## src/rtl/pipeline_debug_controller.sv

```systemverilog
// Byte-serial debug controller: program load, run/step/halt control and register dump.
// The dump command is built only when the DEBUG_DUMP_EN macro is defined; otherwise 'D' is NAKed.
module pipeline_debug_controller #(
    parameter int SIZE          = 32,
    parameter int IMEM_AW       = 8,
    parameter int NUM_REGISTERS = 32
) (
    input  logic               clk,
    input  logic               rst,
    input  logic               i_rx_valid,
    input  logic [7:0]         i_rx_data,
    output logic               o_rx_ready,
    output logic               o_tx_valid,
    output logic [7:0]         o_tx_data,
    input  logic               i_tx_ready,
    output logic               o_stall,
    output logic               o_cpu_rst,
    input  logic               i_halt,
    input  logic [SIZE-1:0]    i_pc,
    output logic               o_imem_we,
    output logic [IMEM_AW-1:0] o_imem_addr,
    output logic [SIZE-1:0]    o_imem_data,
    output logic [4:0]         o_dbg_reg_addr,
    input  logic [SIZE-1:0]    i_dbg_reg_data
);
    localparam int CW = ((IMEM_AW > 8) ? IMEM_AW : 8) + 1;
    localparam logic [CW-1:0] DEPTH   = CW'(2 ** IMEM_AW);
    localparam logic [CW-1:0] CNT_ONE = CW'(1);
    localparam logic [7:0] CMD_L = 8'h4C;
    localparam logic [7:0] CMD_R = 8'h52;
    localparam logic [7:0] CMD_S = 8'h53;
    localparam logic [7:0] CMD_D = 8'h44;
    localparam logic [7:0] RSP_ACK   = 8'h06;
    localparam logic [7:0] RSP_NAK   = 8'h15;
    localparam logic [7:0] RSP_HALT  = 8'h48;
    localparam logic [7:0] RSP_PAUSE = 8'h50;

    typedef enum logic [3:0] {
        IDLE      = 4'd0,
        LOAD_CNT  = 4'd1,
        LOAD_BYTE = 4'd2,
        LOAD_WR   = 4'd3,
        RUN       = 4'd4,
        STEP      = 4'd5,
        ACK       = 4'd6
`ifdef DEBUG_DUMP_EN
        ,
        DUMP_ADDR = 4'd7,
        DUMP_SEND = 4'd8
`endif
    } state_e;

    state_e             state_q, state_d;
    logic               stall_q, stall_d;
    logic               cpu_rst_q, cpu_rst_d;
    logic               rx_ready_q, rx_ready_d;
    logic               tx_valid_q, tx_valid_d;
    logic [7:0]         tx_data_q, tx_data_d;
    logic               imem_we_q, imem_we_d;
    logic [IMEM_AW-1:0] imem_addr_q, imem_addr_d;
    logic [SIZE-1:0]    imem_data_q, imem_data_d;
    logic [CW-1:0]      cnt_q, cnt_d;
    logic [1:0]         byte_idx_q, byte_idx_d;
    logic [31:0]        cycle_q, cycle_d;
    logic               rx_fire_s, tx_fire_s;

    assign rx_fire_s = i_rx_valid && rx_ready_q;
    assign tx_fire_s = tx_valid_q && i_tx_ready;

`ifdef DEBUG_DUMP_EN
    localparam int WIW = $clog2(NUM_REGISTERS + 2);
    localparam logic [WIW-1:0] PC_IDX   = WIW'(NUM_REGISTERS);
    localparam logic [WIW-1:0] LAST_IDX = WIW'(NUM_REGISTERS + 1);
    logic [WIW-1:0] word_idx_q, word_idx_d, next_idx_s;
    logic [4:0]     dbg_addr_q, dbg_addr_d;
    logic [31:0]    word_q, word_d, dump_word_s;

    assign next_idx_s     = word_idx_q + WIW'(1);
    assign o_dbg_reg_addr = dbg_addr_q;

    // Dump word order: register file, then PC, then the cycle counter
    always_comb begin
        if (word_idx_q < PC_IDX) begin
            dump_word_s = i_dbg_reg_data[31:0];
        end else if (word_idx_q == PC_IDX) begin
            dump_word_s = i_pc[31:0];
        end else begin
            dump_word_s = cycle_q;
        end
    end
`else
    logic unused_s;
    assign unused_s       = ^{i_dbg_reg_data, i_pc};
    assign o_dbg_reg_addr = 5'd0;
`endif

    // Next-state and next-output logic for the command FSM
    always_comb begin
        state_d     = state_q;
        stall_d     = stall_q;
        cpu_rst_d   = cpu_rst_q;
        tx_valid_d  = tx_valid_q;
        tx_data_d   = tx_data_q;
        imem_we_d   = 1'b0;
        imem_addr_d = imem_addr_q;
        imem_data_d = imem_data_q;
        cnt_d       = cnt_q;
        byte_idx_d  = byte_idx_q;
        cycle_d     = stall_q ? cycle_q : cycle_q + 32'd1;
`ifdef DEBUG_DUMP_EN
        word_idx_d  = word_idx_q;
        dbg_addr_d  = dbg_addr_q;
        word_d      = word_q;
`endif
        case (state_q)
            IDLE: begin
                if (rx_fire_s) begin
                    case (i_rx_data)
                        CMD_L: begin
                            cpu_rst_d = 1'b1;
                            cycle_d   = 32'd0;
                            state_d   = LOAD_CNT;
                        end
                        CMD_R: begin
                            cpu_rst_d = 1'b0;
                            if (i_halt) begin
                                tx_valid_d = 1'b1;
                                tx_data_d  = RSP_HALT;
                                state_d    = ACK;
                            end else begin
                                stall_d = 1'b0;
                                state_d = RUN;
                            end
                        end
                        CMD_S: begin
                            cpu_rst_d = 1'b0;
                            stall_d   = 1'b0;
                            state_d   = STEP;
                        end
`ifdef DEBUG_DUMP_EN
                        CMD_D: begin
                            word_idx_d = {WIW{1'b0}};
                            dbg_addr_d = 5'd0;
                            state_d    = DUMP_ADDR;
                        end
`endif
                        default: begin
                            tx_valid_d = 1'b1;
                            tx_data_d  = RSP_NAK;
                            state_d    = ACK;
                        end
                    endcase
                end else begin
                    state_d = IDLE;
                end
            end
            LOAD_CNT: begin
                if (rx_fire_s) begin
                    cnt_d       = (i_rx_data == 8'd0) ? DEPTH : CW'(i_rx_data);
                    imem_addr_d = {IMEM_AW{1'b0}};
                    byte_idx_d  = 2'd0;
                    state_d     = LOAD_BYTE;
                end else begin
                    state_d = LOAD_CNT;
                end
            end
            LOAD_BYTE: begin
                if (rx_fire_s) begin
                    imem_data_d = {imem_data_q[SIZE-9:0], i_rx_data};
                    byte_idx_d  = byte_idx_q + 2'd1;
                    if (byte_idx_q == 2'd3) begin
                        imem_we_d = 1'b1;
                        state_d   = LOAD_WR;
                    end else begin
                        state_d = LOAD_BYTE;
                    end
                end else begin
                    state_d = LOAD_BYTE;
                end
            end
            LOAD_WR: begin
                imem_addr_d = imem_addr_q + {{(IMEM_AW-1){1'b0}}, 1'b1};
                cnt_d       = cnt_q - CNT_ONE;
                byte_idx_d  = 2'd0;
                if (cnt_q == CNT_ONE) begin
                    tx_valid_d = 1'b1;
                    tx_data_d  = RSP_ACK;
                    state_d    = ACK;
                end else begin
                    state_d = LOAD_BYTE;
                end
            end
            RUN: begin
                // Halt wins over a simultaneous pause byte; the byte is consumed and dropped
                if (i_halt) begin
                    stall_d    = 1'b1;
                    tx_valid_d = 1'b1;
                    tx_data_d  = RSP_HALT;
                    state_d    = ACK;
                end else if (rx_fire_s) begin
                    stall_d    = 1'b1;
                    tx_valid_d = 1'b1;
                    tx_data_d  = RSP_PAUSE;
                    state_d    = ACK;
                end else begin
                    state_d = RUN;
                end
            end
            STEP: begin
                stall_d    = 1'b1;
                tx_valid_d = 1'b1;
                tx_data_d  = RSP_ACK;
                state_d    = ACK;
            end
            ACK: begin
                if (tx_fire_s) begin
                    tx_valid_d = 1'b0;
                    state_d    = IDLE;
                end else begin
                    state_d = ACK;
                end
            end
`ifdef DEBUG_DUMP_EN
            DUMP_ADDR: begin
                word_d     = dump_word_s;
                tx_valid_d = 1'b1;
                tx_data_d  = dump_word_s[31:24];
                byte_idx_d = 2'd0;
                state_d    = DUMP_SEND;
            end
            DUMP_SEND: begin
                if (tx_fire_s) begin
                    if (byte_idx_q == 2'd3) begin
                        tx_valid_d = 1'b0;
                        if (word_idx_q == LAST_IDX) begin
                            dbg_addr_d = 5'd0;
                            state_d    = IDLE;
                        end else begin
                            word_idx_d = next_idx_s;
                            dbg_addr_d = (next_idx_s < PC_IDX) ? 5'(next_idx_s) : 5'd0;
                            state_d    = DUMP_ADDR;
                        end
                    end else begin
                        byte_idx_d = byte_idx_q + 2'd1;
                        word_d     = {word_q[23:0], 8'd0};
                        tx_data_d  = word_q[23:16];
                        state_d    = DUMP_SEND;
                    end
                end else begin
                    state_d = DUMP_SEND;
                end
            end
`endif
            default: begin
                state_d = IDLE;
            end
        endcase
        rx_ready_d = ((state_d == IDLE) && !tx_valid_d) || (state_d == LOAD_CNT) ||
                     (state_d == LOAD_BYTE) || (state_d == RUN);
    end

    // State and output registers
    always_ff @(posedge clk or negedge rst) begin
        if (!rst) begin
            state_q     <= IDLE;
            stall_q     <= 1'b1;
            cpu_rst_q   <= 1'b1;
            rx_ready_q  <= 1'b0;
            tx_valid_q  <= 1'b0;
            tx_data_q   <= 8'd0;
            imem_we_q   <= 1'b0;
            imem_addr_q <= {IMEM_AW{1'b0}};
            imem_data_q <= {SIZE{1'b0}};
            cnt_q       <= {CW{1'b0}};
            byte_idx_q  <= 2'd0;
            cycle_q     <= 32'd0;
`ifdef DEBUG_DUMP_EN
            word_idx_q  <= {WIW{1'b0}};
            dbg_addr_q  <= 5'd0;
            word_q      <= 32'd0;
`endif
        end else begin
            state_q     <= state_d;
            stall_q     <= stall_d;
            cpu_rst_q   <= cpu_rst_d;
            rx_ready_q  <= rx_ready_d;
            tx_valid_q  <= tx_valid_d;
            tx_data_q   <= tx_data_d;
            imem_we_q   <= imem_we_d;
            imem_addr_q <= imem_addr_d;
            imem_data_q <= imem_data_d;
            cnt_q       <= cnt_d;
            byte_idx_q  <= byte_idx_d;
            cycle_q     <= cycle_d;
`ifdef DEBUG_DUMP_EN
            word_idx_q  <= word_idx_d;
            dbg_addr_q  <= dbg_addr_d;
            word_q      <= word_d;
`endif
        end
    end

    assign o_rx_ready  = rx_ready_q;
    assign o_tx_valid  = tx_valid_q;
    assign o_tx_data   = tx_data_q;
    assign o_stall     = stall_q;
    assign o_cpu_rst   = cpu_rst_q;
    assign o_imem_we   = imem_we_q;
    assign o_imem_addr = imem_addr_q;
    assign o_imem_data = imem_data_q;
endmodule

```

## config.mk

```make
export PLATFORM = sky130hd
export DESIGN_NAME = pipeline_debug_controller
export DESIGN_NICKNAME = d
export VERILOG_FILES = /design/src/rtl/pipeline_debug_controller.sv
export SDC_FILE = /design/constraint.sdc
export NUM_CORES = 1
export LEC_CHECK = 0
export BUFFER_PORTS_ARGS = -buffer_cell sky130_fd_sc_hd__buf_2
export CAP_MARGIN = 20
export CELL_PAD_IN_SITES_DETAIL_PLACEMENT = 2
export CELL_PAD_IN_SITES_GLOBAL_PLACEMENT = 2
export CORE_UTILIZATION = 31
export DETAILED_ROUTE_END_ITERATION = 10
export GPL_ROUTABILITY_DRIVEN = 0
export HOLD_SLACK_MARGIN = 0.03
export PLACE_DENSITY_LB_ADDON = 0.1
export SLEW_MARGIN = 20
export SYNTH_ARGS = -nofsm -noshare
export SYNTH_HDL_FRONTEND = slang
export SYNTH_SLANG_ARGS = --single-unit
```

## constraint.sdc

```tcl
create_clock -name clk -period 4.4 [get_ports clk]
set_input_delay 0.44 -clock clk [delete_from_list [all_inputs] [get_ports clk]]
set_output_delay 0.44 -clock clk [all_outputs]
set_load 0.02 [all_outputs]
```

# Word-level counts from Yosys, hierarchy flattened
# Cells that the tools add are included.
totals:
  regBits: 68
  output_inout_bits: 58
classes:
  addsub: 3
  n_eq_ne: 23
  n_mux: 44
  n_reduce_logical: 23
ops:
  columns: ["cell", "count"]
  rows:
  - ["$mux 8", 6]
  - ["$pmux 8 s2", 2]
  - ["$pmux 8 s4", 1]
  - ["$pmux 4 s7", 1]
  - ["$eq 8x7->1 const B", 3]
  - ["$mux 9", 2]
  - ["$pmux 9 s2", 1]
  - ["$eq 4x3->1 const B", 4]
  - ["$mux 1", 14]
  - ["$eq 4x2->1 const B", 3]
  - ["$mux 2", 6]
  - ["$ne 2x2->1 const B", 5]
  - ["$eq 9x1->1 const B", 1]
  - ["$ne 3x3->1 const B", 3]
  - ["$pmux 3 s3", 1]
  - ["$sub 9x1->9 const B", 1]
  - ["$add 8x1->8 const B", 1]
  - ["$eq 4x1->1 const B", 2]
  - ["$logic_not 4->1", 2]
  - ["$logic_not 8->1", 1]
  - ["$mux 4", 2]
  - ["$mux 3", 2]
  - ["$pmux 1 s2", 3]
  - ["$pmux 2 s3", 1]
  - ["16 further kinds", 25]

# Depth between registers and ports, before layout
logic_depth:
  depth_word: 10
  mapped_depth: 7
  depth_no_buf: 7

# Least setup slack after synthesis
# No wires, ideal clock.
synth_timing:
  kind: "input port to flip-flop"
  from: "input port i_rx_data[3]"
  to: "register tx_data_q[3] (netlist: o_tx_data[3])"
  setup_ns: 0.125
  arrival_time_ns: 1.963
  path_slack_ns: 2.312
  stages: 6
  path_buffers: 1
  path_cell_list: "or3_1 > buf_2 > a211o_1 > a2111oi_4 > nor2_2 > mux2_4"
synth_via:
  elab_chain_len: 5
synth_rtl:
  columns: ["element", "line", "rtl"]
  rows:
  - ["from (decl)", "11", "input logic [7:0] i_rx_data,"]
  - ["$eq 8x7->1", "118", "case (i_rx_data)"]
  - ["$reduce_or 2->1 (no line)", null, null]
  - ["$pmux 8 s2", "118", null]
  - ["$mux 8", "117", "if (rx_fire_s) begin"]
  - ["$pmux 8 s4", "115", "case (state_q)"]
  - ["to (signal assigned)", "288", "tx_data_q <= tx_data_d;"]
  - ["to (decl)", "58", "logic [7:0] tx_data_q, tx_data_d;"]
# Parallel ways exist; a longest one is shown, timed or not. The select of a mux whose other input is x is not followed.
# A chain may end at the register's enable or synchronous reset.

# Worst setup path after layout
layout_timing:
  from: "register state_q[1]"
  to: "register tx_data_q[3] (netlist: o_tx_data[3])"
layout_via:
  elab_chain_len: 3
layout_rtl:
  columns: ["element", "line", "rtl"]
  rows:
  - ["from (decl)", "53", "state_e state_q, state_d;"]
  - ["from (signal assigned)", "283", "state_q <= state_d;"]
  - ["$eq 4x3->1, or another cell as far along", "115", null]
  - ["$ne 3x3->1 (no line), or another cell as far along", null, null]
  - ["$reduce_and 6->1 (no line)", null, null]
# Parallel ways exist; a longest one is shown, timed or not.

==> results.md <==
* Slowest cell on the critical path: dfrtp_1
* Synth unique cells at 62
* Core ar. at roughly 10000 um^2
* Final Hold Viols at 0
* Worst path buffer plus inverter count at 0
* Status: finished, final reports clean
* Grt total ovfl at 0
* CP Launch Type: flip-flop
* CP arrival at 2890 ps
* Int Pwr at 0.882 mW
* Vias in the first global route at 2,621
* CP endpoint kind: flip-flop
* Mapped cell area at 3160 um^2
* Cell Pwr Density at between 300 and 400 nW/um^2
* Vias/cell at 5.10
* Mean Syn Cell Area at 11.2 um^2
* Clk pwr share at 0.455
* Sw frac at 0.240
* Clock sink total at 65
* Top cell type's share of synthesized area at 0.499
* EDFF count, synth at 0
* Critical R2R Launch: state_q[1]
* Die Area at 10,600 um^2
* I/O Pins at 135
* FF+latch count, synth at 65
* Total wire length at 8420 um
* Total Nets Final at 427
* Largest net degree at the start of global routing at 38
* Hold/Removal Path Class: in2async
* Share of synthesized flip-flops with an asynchronous set or reset at 1.00
* Sequential group share of total power at 0.514
* Synth area leaders: dfrtp_1, mux2_2, nand2_1, o21ai_0, nor2_1
* RSZ-0062 raised after global routing: false
* CP delay by family, top: simple AND/OR/NAND/NOR gates
* Register area at between 1500 and 2000 um^2
* CTS Buf Count at 9
* Area leader, netlist: dfrtp_1
* Cell count after synthesis at 283
* DRC at 0
* Antenna-violating nets left at 0
* Rel. slew slack at 0.491
* Final-layout fill cell count at 1,112
* Min Tclk post-route at between 2000 and 3000 ps
* Cells on worst reg2reg path at 5
* Clock root cell: clkbuf_8
* Vias at 2,468
* Logic pwr share at 0.030
* Slew @ Worst Pin at approximately 750 ps
* Hold_ws at 137 ps
* CP max stage delay at 840 ps
* Setup Fix Bufs, Post-CTS at 0
* Main synth FF type: dfrtp_1
* Commonest cells in the netlist: dfrtp_1, mux2_2, nand2_1, o21ai_0, nor2_1
* Worst skew pair latency at 350 ps
* Worst Path Required at 4630 ps
* Diode count at 0
* Count leader, synth: dfrtp_1
* Crit-path cells: and3b_1 > and4_1 > nor2_1 > nor2_2 > mux2_4
* # setup viols final at 0
* Initial DRC Count at 60
* Std-Cell Rows at 36
* Per-cell routed wire length at 17.4 um
* Initial antenna violation count at 1
* First-pass GRT wire length at 13,700 um
* Synthesis Warnings at 0
* Fmax at 0.377 GHz
* Area Growth Syn to Fin at 19.8%
* Clock-pin slew on the worst setup and hold paths at roughly 80 ps
* Post-CTS sizing at 0
* Number of port buffers at 63
* Overall routing resource usage at 0.173
* Switching power total at 0.279 mW
* R2R Setup Slk at ~1700 ps
* Multi-input gate area at 1430 um^2
* Reg2reg end: o_tx_data[3]
* Leak at 1.84 nW
* Largest fanout on the critical path at 22
* Die H at 103 um
* # hold bufs at CTS at 0
* DRT Pass-1 Iters at 4
* Setup CP Type: reg2reg
* Layout cell share with drive strength beyond 1 at 0.348
* Setup TNS Final at 0 ps
* Final HPWL DP at 5950 um
* Max-slew violation count at 0
* Max-cap violation count at 0
* Sequential element share of the synthesized area at 0.515
* Horiz. Die Dim at 103 um
* Worst vdd ir at between 0.15 and 0.2 mV
* Clk buf depth at 2
* Period utilization at 0.603
* Initial Utilization at 0.322
* CTS tree: yes
* Final Skew at 11.4 ps
* H-tree depth at 3
[state kept, by name, indices dropped and copies added, names as in the netlist]
name,count
byte_idx_q,2
cnt_q,9
o_cpu_rst,1
o_imem_addr,8
o_imem_data,32
o_imem_we,1
o_rx_ready,1
o_stall,1
o_tx_data,6
o_tx_valid,1
state_q,3
[logic make-up (layout without fill, tap and decap cells)]
kind of cell	after synthesis	count (layout)	synth area share
other	1	7	0.00119
buffers and inverters	26	88	0.0408
adder cells (fa/ha/maj)	4	4	0.0158
multiplexers	39	39	0.141
flip-flops	65	65	0.515
XOR/XNOR	1	1	0.00277
AND/OR/NAND/NOR	91	91	0.154
AO/OA/AOI/OAI	56	56	0.129
[per-layer routing]
layer  track usage  up-vias  part of all wire
li1              -     1144                 -
met1         0.214     1266              0.44
met2         0.290       43              0.50
met3        0.0373       13             0.031
met4        0.0780        2             0.020
met5             0        -            0.0020
[power by group through the flow]
stage | clock network [mW] | logic, mW | registers [mW]
4_1_cts | 0.551 | 0.0365 | 0.597
2_1_floorplan | 0 | 0.0147 | 0.609
3_3_place_gp | 0 | 0.0361 | 0.609
5_1_grt | 0.566 | 0.0400 | 0.597
6_report | 0.528 | 0.0352 | 0.597
3_5_place_dp | 0 | 0.0364 | 0.609
[how the worst max path moves through the flow]
stage | depth (start not counted) | startpoint | slack, ps | endpoint
after global routing | 5 | state_q[1] | 1520 | o_tx_data[6]
after detailed placement | 5 | state_q[1] | 1710 | o_tx_data[3]
final | 5 | state_q[1] | 1750 | o_tx_data[3]
after floorplan | 6 | i_rx_data[3] | 2310 | o_tx_data[3]
after CTS | 5 | state_q[1] | 1680 | o_tx_data[3]
after global placement | 5 | state_q[1] | 1700 | o_tx_data[4]
[placed cells by master, fill, tap and decap left out, types with 3 or more instances in the layout]
cell type,instances
nand3b_1,3
o311ai_0,3
or3_1,5
clkbuf_8,10
nor2_1,15
nor2b_1,4
nand3_1,7
a211oi_1,5
a21oi_1,7
nand2_1,25
o21ai_0,17
mux2_1,4
o211ai_1,4
mux2_2,29
mux2_4,3
ha_1,4
nor3_1,5
and2_1,3
mux2i_1,3
buf_2,63
inv_1,6
nand4_1,4
dfrtp_1,63
conb_1,7
[per-stage QoR]
step | setup slack [ps] | utilization | power (mW) | cells | instance area, um^2
floorplan | 2310 | - | 0.624 | 289 | 3180
global placement | 1700 | 0.365 | 0.645 | 468 | 3580
detailed placement | 1710 | 0.365 | 0.645 | 468 | 3580
finish | 1750 | 0.386 | 1.16 | 484 | 3790
global route | 1520 | 0.386 | 1.20 | 484 | 3790
CTS | 1680 | 0.386 | 1.18 | 484 | 3790
[cell type report]
class                      count  share of cell area
timing repair buffer          65              0.0872
clock inverter                 6              0.0172
sequential                    65               0.430
tap                          133              0.0440
clock buffer                  10              0.0364
multi-input combinational    198               0.378
inverter                       7             0.00694
(Power assumes the default switching activity.)
